## src/rtl/irq_source_ctrl_pkg.sv

```systemverilog
// Shared register offsets, interrupt-bus width and slave register select type.
// Imported by the controller top and the testbench.
package irq_source_ctrl_pkg;

    localparam int INT_BUS_W  = 8;
    localparam int CLAIM_ID_W = $clog2(INT_BUS_W + 1);

    localparam logic [7:0] IRQ_PENDING = 8'h00;
    localparam logic [7:0] IRQ_ENABLE  = 8'h04;
    localparam logic [7:0] IRQ_TRIGGER = 8'h08;
    localparam logic [7:0] IRQ_CLAIM   = 8'h0C;
    localparam logic [7:0] IRQ_SWSET   = 8'h10;

    typedef enum logic [2:0] {
        REG_PENDING,
        REG_ENABLE,
        REG_TRIGGER,
        REG_CLAIM,
        REG_SWSET,
        REG_NONE
    } reg_sel_e;

endpackage

```

## src/rtl/irq_source_ctrl_if.sv

```systemverilog
// Memory-mapped slave port of the interrupt source controller.
// One-cycle request strobe, acknowledged on the following edge; no backpressure.
interface irq_source_ctrl_if #(
    parameter int ADDR_W = 8,
    parameter int DATA_W = 32
);
    logic              req_i;
    logic              we_i;
    logic [ADDR_W-1:0] addr_i;
    logic [DATA_W-1:0] wdata_i;
    logic [DATA_W-1:0] rdata_o;
    logic              ack_o;

    modport master (output req_i, we_i, addr_i, wdata_i, input rdata_o, ack_o);
    modport slave  (input req_i, we_i, addr_i, wdata_i, output rdata_o, ack_o);
endinterface

```

## src/rtl/irq_source_ctrl_gateway.sv

```systemverilog
// One interrupt source: synchroniser, edge/level gateway, pending and in-service flops.
// Pending sets SYNC_STAGES edges after the line rises; never stalls.
module irq_gateway #(
    parameter int SYNC_STAGES = 2
) (
    input  logic clk,
    input  logic rst,
    input  logic i_irq,
    input  logic i_edge_mode,
    input  logic i_sw_set,
    input  logic i_claim,
    input  logic i_complete,
    output logic o_pending,
    output logic o_in_service
);

    logic [SYNC_STAGES-1:0] r_sync;
    logic                   r_prev;
    logic                   r_pending;
    logic                   r_in_service;
    logic                   w_s;
    logic                   w_set;

    assign w_s = r_sync[SYNC_STAGES-1];

    // A level source is not re-armed by the claim that is consuming it;
    // it returns on the edge after complete if the line is still high.
    assign w_set = i_sw_set
                 | (i_edge_mode ? (w_s & ~r_prev)
                                : (w_s & ~r_in_service & ~i_claim));

    always_ff @(posedge clk or posedge rst) begin
        if (rst) begin
            r_sync       <= '0;
            r_prev       <= 1'b0;
            r_pending    <= 1'b0;
            r_in_service <= 1'b0;
        end else begin
            r_sync       <= {r_sync[SYNC_STAGES-2:0], i_irq};
            r_prev       <= w_s;
            r_pending    <= w_set | (r_pending & ~i_claim);
            r_in_service <= i_claim | (r_in_service & ~i_complete);
        end
    end

    assign o_pending    = r_pending;
    assign o_in_service = r_in_service;

endmodule

```

## src/rtl/irq_source_ctrl.sv

```systemverilog
// Interrupt source controller: per-source gateways, fixed priority select, claim/complete slave.
// int_flag_o is combinational from state flops; slave acks every request one cycle later.
module irq_source_ctrl
    import irq_source_ctrl_pkg::*;
#(
    parameter int NUM_SRC     = INT_BUS_W,
    parameter int ADDR_W      = 8,
    parameter int DATA_W      = 32,
    parameter int SYNC_STAGES = 2
) (
    input  logic               clk,
    input  logic               rst,
    input  logic [NUM_SRC-1:0] irq_src_i,
    irq_source_ctrl_if.slave   bus,
    output logic [NUM_SRC-1:0] int_flag_o
);

    localparam int ID_W = $clog2(NUM_SRC + 1);

    logic [NUM_SRC-1:0] r_enable;
    logic [NUM_SRC-1:0] r_trigger;
    logic               r_ack;
    logic [DATA_W-1:0]  r_rdata;

    logic [NUM_SRC-1:0] w_pending;
    logic [NUM_SRC-1:0] w_in_service;
    logic [NUM_SRC-1:0] w_cand;
    logic [NUM_SRC-1:0] w_onehot;
    logic [ID_W-1:0]    w_id;
    logic [NUM_SRC-1:0] w_claim_vec;
    logic [NUM_SRC-1:0] w_complete_vec;
    logic [NUM_SRC-1:0] w_swset_vec;
    logic [ADDR_W-1:0]  w_word;
    reg_sel_e           w_sel;
    logic               w_rd;
    logic               w_wr;
    logic [DATA_W-1:0]  w_rd_dat;
    logic               w_unused_addr;

    assign w_rd          = bus.req_i & ~bus.we_i;
    assign w_wr          = bus.req_i &  bus.we_i;
    assign w_word        = {bus.addr_i[ADDR_W-1:2], 2'b00};
    assign w_unused_addr = ^bus.addr_i[1:0];

    always_comb begin
        w_sel = REG_NONE;
        case (w_word)
            ADDR_W'(IRQ_PENDING): w_sel = REG_PENDING;
            ADDR_W'(IRQ_ENABLE):  w_sel = REG_ENABLE;
            ADDR_W'(IRQ_TRIGGER): w_sel = REG_TRIGGER;
            ADDR_W'(IRQ_CLAIM):   w_sel = REG_CLAIM;
            ADDR_W'(IRQ_SWSET):   w_sel = REG_SWSET;
            default:              w_sel = REG_NONE;
        endcase
    end

    // Index 0 wins: scan from the top so the lowest set bit is written last.
    assign w_cand = w_pending & r_enable & ~w_in_service;

    always_comb begin
        w_onehot = '0;
        w_id     = '0;
        for (int i = NUM_SRC - 1; i >= 0; i--) begin
            if (w_cand[i]) begin
                w_onehot    = '0;
                w_onehot[i] = 1'b1;
                w_id        = ID_W'(i + 1);
            end
        end
    end

    assign int_flag_o  = (|w_in_service) ? '0 : w_onehot;
    assign w_claim_vec = (w_rd && w_sel == REG_CLAIM) ? w_onehot : '0;
    assign w_swset_vec = (w_wr && w_sel == REG_SWSET) ? bus.wdata_i[NUM_SRC-1:0] : '0;

    // Completing an id that is not in service clears an already-clear flop.
    always_comb begin
        w_complete_vec = '0;
        for (int i = 0; i < NUM_SRC; i++) begin
            w_complete_vec[i] = w_wr && (w_sel == REG_CLAIM)
                              && (bus.wdata_i == DATA_W'(i + 1));
        end
    end

    always_comb begin
        w_rd_dat = '0;
        case (w_sel)
            REG_PENDING: w_rd_dat[NUM_SRC-1:0] = w_pending;
            REG_ENABLE:  w_rd_dat[NUM_SRC-1:0] = r_enable;
            REG_TRIGGER: w_rd_dat[NUM_SRC-1:0] = r_trigger;
            REG_CLAIM:   w_rd_dat[ID_W-1:0]    = w_id;
            default:     w_rd_dat              = '0;
        endcase
    end

    always_ff @(posedge clk or posedge rst) begin
        if (rst) begin
            r_enable  <= '0;
            r_trigger <= '0;
            r_ack     <= 1'b0;
            r_rdata   <= '0;
        end else begin
            r_ack   <= bus.req_i;
            r_rdata <= w_rd ? w_rd_dat : '0;
            if (w_wr && w_sel == REG_ENABLE) begin
                r_enable <= bus.wdata_i[NUM_SRC-1:0];
            end
            if (w_wr && w_sel == REG_TRIGGER) begin
                r_trigger <= bus.wdata_i[NUM_SRC-1:0];
            end
        end
    end

    assign bus.ack_o   = r_ack;
    assign bus.rdata_o = r_rdata;

    for (genvar g = 0; g < NUM_SRC; g++) begin : g_src
        irq_gateway #(
            .SYNC_STAGES (SYNC_STAGES)
        ) u_gw (
            .clk          (clk),
            .rst          (rst),
            .i_irq        (irq_src_i[g]),
            .i_edge_mode  (r_trigger[g]),
            .i_sw_set     (w_swset_vec[g]),
            .i_claim      (w_claim_vec[g]),
            .i_complete   (w_complete_vec[g]),
            .o_pending    (w_pending[g]),
            .o_in_service (w_in_service[g])
        );
    end

endmodule

```

## src/flat_wrapper.sv

```systemverilog
// flat-port wrapper written by rule: the top's interface ports become plain ports
module irq_source_ctrl_flat import irq_source_ctrl_pkg::*;
#(
    parameter int NUM_SRC     = INT_BUS_W,
    parameter int ADDR_W      = 8,
    parameter int DATA_W      = 32,
    parameter int SYNC_STAGES = 2
)
  (clk, rst, irq_src_i, int_flag_o, bus_req_i, bus_we_i, bus_addr_i, bus_wdata_i, bus_rdata_o, bus_ack_o);
  irq_source_ctrl_if #(.ADDR_W(ADDR_W), .DATA_W(DATA_W)) bus_i ();
  input  logic clk;
  input  logic rst;
  input  logic [NUM_SRC-1:0] irq_src_i;
  output logic [NUM_SRC-1:0] int_flag_o;
  input wire logic [$bits(bus_i.req_i)-1:0] bus_req_i;
  input wire logic [$bits(bus_i.we_i)-1:0] bus_we_i;
  input wire logic [$bits(bus_i.addr_i)-1:0] bus_addr_i;
  input wire logic [$bits(bus_i.wdata_i)-1:0] bus_wdata_i;
  output wire logic [$bits(bus_i.rdata_o)-1:0] bus_rdata_o;
  output wire logic [$bits(bus_i.ack_o)-1:0] bus_ack_o;
  assign bus_i.req_i = bus_req_i;
  assign bus_i.we_i = bus_we_i;
  assign bus_i.addr_i = bus_addr_i;
  assign bus_i.wdata_i = bus_wdata_i;
  assign bus_rdata_o = bus_i.rdata_o;
  assign bus_ack_o = bus_i.ack_o;
  irq_source_ctrl #(.NUM_SRC(NUM_SRC), .ADDR_W(ADDR_W), .DATA_W(DATA_W), .SYNC_STAGES(SYNC_STAGES)) u_core (.clk(clk), .rst(rst), .irq_src_i(irq_src_i), .bus(bus_i), .int_flag_o(int_flag_o));
endmodule
```

## config.mk

```make
export PLATFORM = sky130hd
export DESIGN_NAME = irq_source_ctrl_flat
export DESIGN_NICKNAME = d
export VERILOG_FILES = /design/src/rtl/irq_source_ctrl_pkg.sv /design/src/rtl/irq_source_ctrl_if.sv /design/src/rtl/irq_source_ctrl_gateway.sv /design/src/rtl/irq_source_ctrl.sv /design/src/flat_wrapper.sv
export SDC_FILE = /design/constraint.sdc
export NUM_CORES = 1
export LEC_CHECK = 0
export ABC_CLOCK_PERIOD_IN_PS = 4700
export CORE_MARGIN = 1.5
export CORE_UTILIZATION = 50
export DETAILED_ROUTE_END_ITERATION = 12
export PLACE_DENSITY = 0.85
export SYNTH_ARGS = -nofsm -noshare
export SYNTH_HDL_FRONTEND = slang
export SYNTH_SLANG_ARGS = --single-unit
export TNS_END_PERCENT = 5
```

## constraint.sdc

```tcl
create_clock -name clk -period 4.7 [get_ports clk]
set_input_delay 1.41 -clock clk [delete_from_list [all_inputs] [get_ports clk]]
set_output_delay 1.41 -clock clk [all_outputs]
set_load 0.02 [all_outputs]
```

==> metrics <==
drt pass-1 iters=4; Cells after Synth=289; number of global-route vias before repair=2,386; 1st-iter DRT viols=177; Area Overhead vs Synth=27.29%; via count=2,482; clock root buffer=clkbuf_8; remaining global-route overflow=0; top cells by area, synth=dfrtp_1 (53%), buf_4 (5.9%), mux2_2 (5.9%); dpl cell area=3706 um^2; TritonCTS Buffers=9; Layout Skew=0.003964 ns; post-DP HPWL=5203 um; I/O Pins=93; Worst VDD drop=0.1998 mV; GRT Util Overall=24.36%; crit start category=flop; initial core utilization=51.72%; Sw Pwr=0.3244 mW; crit share post-route=81.43%; asr flop ratio synth=100.0%; Final #Nets=413; Final setup viols=0; CTS-repair resized insts=0; Top FF cell, synth=dfrtp_1; DRC errors left=0; Critical Path Sink Type=output port; Slew @ Worst Pin=0.5393 ns; Max Fclk=261.3 MHz; Max clock buf depth=2; Routed Antenna Nets=0; Data required, critical path=3.29 ns; Post-synth EDFFs=0; syn_area_per_cell=10.53 um^2; Seq pwr share=50.0%; Synth Warn #=0; largest net degree at the start of global routing=66; post-route insts no fill=439; RSZ-0062 raised after global routing=no; top-count cell post-synth=dfrtp_1; sequential fraction of the synthesis area=53.43%; Cell Pwr Density=311.2 nW/um^2; first-pass GRT wire length=11,590 um; die area=6565 um^2; Clock Power Share=34.3%; TNS Setup=0 ns; Yosys reg bits=65; P_leak=1.643 nW; area of the mapped netlist=3044 um^2; Inserted Diodes=0; drt total wl=7065 um; area share of the largest cell type after synthesis=53.43%; die height=81.03 um; routability cong.=0.9260; Clk Latency, worst-skew pair=0.35 ns; outcome=finished clean; Pwr Total=1.206 mW; Place WS=0.9523 ns; Pint=0.8814 mW; PortBufs=66; Post-synth top cells=dfrtp_1 (65), nand2_1 (28), nor2_1 (26); crit path kind=flop to output port; DR vias/cell=5.654; CTS tree=done; cell row count=28; CTS sink count=65; combinational share of power=15.7%; post-CTS setup buffers=0; CP arrival=2.42 ns; share of cells above drive strength 1=9.890%; Hold WC Path Type=flop to flop; Synth area leader=dfrtp_1; switching share of power=26.90%; synth unique cells=40; final hold violations=0; PnR worst setup slack=0.8726 ns; Slew Viols, Final=0; H-tree depth=3; placed insts=425; hold bufs inserted after CTS=0; Final min period=3.827 ns; Post-Layout Inst Area=3875 um^2; Die W=81.03 um; Slew HR=64.05%; CP max FO=5; maxcap violations=0; initial antenna violation count=0; WL per Instance=16.09 um; CORE AREA=5886 um^2; Reg clk slew, reported paths=0.07 ns
[per-stage QoR]
stage	utilization (%)	hold WS [ns]
after global placement	62.97	0.3326
final	65.84	0.3488
after CTS	65.84	0.3506
after detailed placement	62.97	0.3355
after global routing	65.84	0.3539
after floorplan	-	0.3312
[final timing paths]
path                                                             start                                  endpoint  slack (ns)  depth (start not counted)
max reg2reg                u_core.g_src[0].u_gw.o_in_service$_DFF_PP0_  u_core.g_src[4].u_gw.o_pending$_DFF_PP0_        2.77                          4
min in group asynchronous                                          rst           u_core.bus.rdata_o[7]$_DFF_PP0_        1.44                          3
max in group asynchronous                                          rst     u_core.g_src[0].u_gw.r_prev$_DFF_PP0_        2.99                          3
min reg2reg                   u_core.g_src[3].u_gw.r_sync[0]$_DFF_PP0_  u_core.g_src[3].u_gw.r_sync[1]$_DFF_PP0_        0.35                          0
max                        u_core.g_src[7].u_gw.o_in_service$_DFF_PP0_                             int_flag_o[4]        0.87                          4
min                           u_core.g_src[3].u_gw.r_sync[0]$_DFF_PP0_  u_core.g_src[3].u_gw.r_sync[1]$_DFF_PP0_        0.35                          0
[metal layers]
| layer | vias up | global-route usage [%] | wire [um] |
|---|---|---|---|
| met5 | - | 0 | 0 |
| met4 | 0 | 12.41 | 174 |
| met3 | 16 | 5.955 | 514 |
| met2 | 111 | 38.42 | 3507 |
| met1 | 1209 | 31.29 | 2868 |
| li1 | 1146 | - | - |
[worst max-delay path, stage by stage (launching register included)]
cell and delay [ns]:
dfrtp_1 0.42, nor4_1 0.41, nand3_1 0.27, nor3_1 0.31, clkdlybuf4s50_1 0.66
[layout make-up]
| class | instances | area (um^2) |
|---|---|---|
| Multi-Input combinational cell | 216 | 1294 |
| Fill cell | 463 | 2011 |
| Tap cell | 75 | 93.84 |
| Inverter | 1 | 3.754 |
| Timing Repair Buffer | 68 | 688.2 |
| Sequential cell | 65 | 1627 |
| Clock buffer | 11 | 151.4 |
| Clock inverter | 3 | 17.52 |
[power groups by stage]
stage / Clock (mW) / Combinational [mW] / Sequential (mW)
6_report: 0.413 / 0.190 / 0.603
5_1_grt: 0.442 / 0.209 / 0.605
4_1_cts: 0.419 / 0.190 / 0.602
3_5_place_dp: 0 / 0.189 / 0.612
3_3_place_gp: 0 / 0.186 / 0.611
2_1_floorplan: 0 / 0.119 / 0.608
[cells in the final DEF, fill, tap and decap left out, types with 2 or more instances in the layout]
cell type         n
a31oi_1           2
nand3b_1         11
o221ai_1          4
and3b_1           2
nor2b_1           5
nor3_1            7
o21ai_0          10
nand3_1           5
mux2_2           16
nor2_1           26
and2_1            3
a21o_1            3
and3_1            4
a21oi_1          17
conb_1           24
nand2b_1          8
clkbuf_8         11
nor4_1           12
clkinv_2          2
clkdlybuf4s50_1  66
o41ai_1           8
dfrtp_1          65
nand4_1           3
a22oi_1           2
nand2_1          28
mux2i_1           3
[sequential cells by signal, summed over array words and instances (netlist names)]
register	count
u_core.g_src.u_gw.r_sync	16
u_core.bus.rdata_o	8
u_core.g_src.u_gw.o_in_service	8
u_core.g_src.u_gw.o_pending	8
u_core.g_src.u_gw.r_prev	8
u_core.r_enable	8
u_core.r_trigger	8
u_core.bus.ack_o	1
[kinds of logic (layout without fill, tap and decap cells)]
| kind of cell | count (synthesis) | count (layout) | share of synthesized area (%) |
|---|---|---|---|
| buffers and inverters | 31 | 83 | 6.905 |
| multiplexers | 19 | 19 | 6.905 |
| flip-flops | 65 | 65 | 53.43 |
| AO/OA/AOI/OAI | 52 | 52 | 11.22 |
| AND/OR/NAND/NOR | 121 | 121 | 21.41 |
| other | 1 | 24 | 0.1232 |
(Power assumes the default switching activity.)
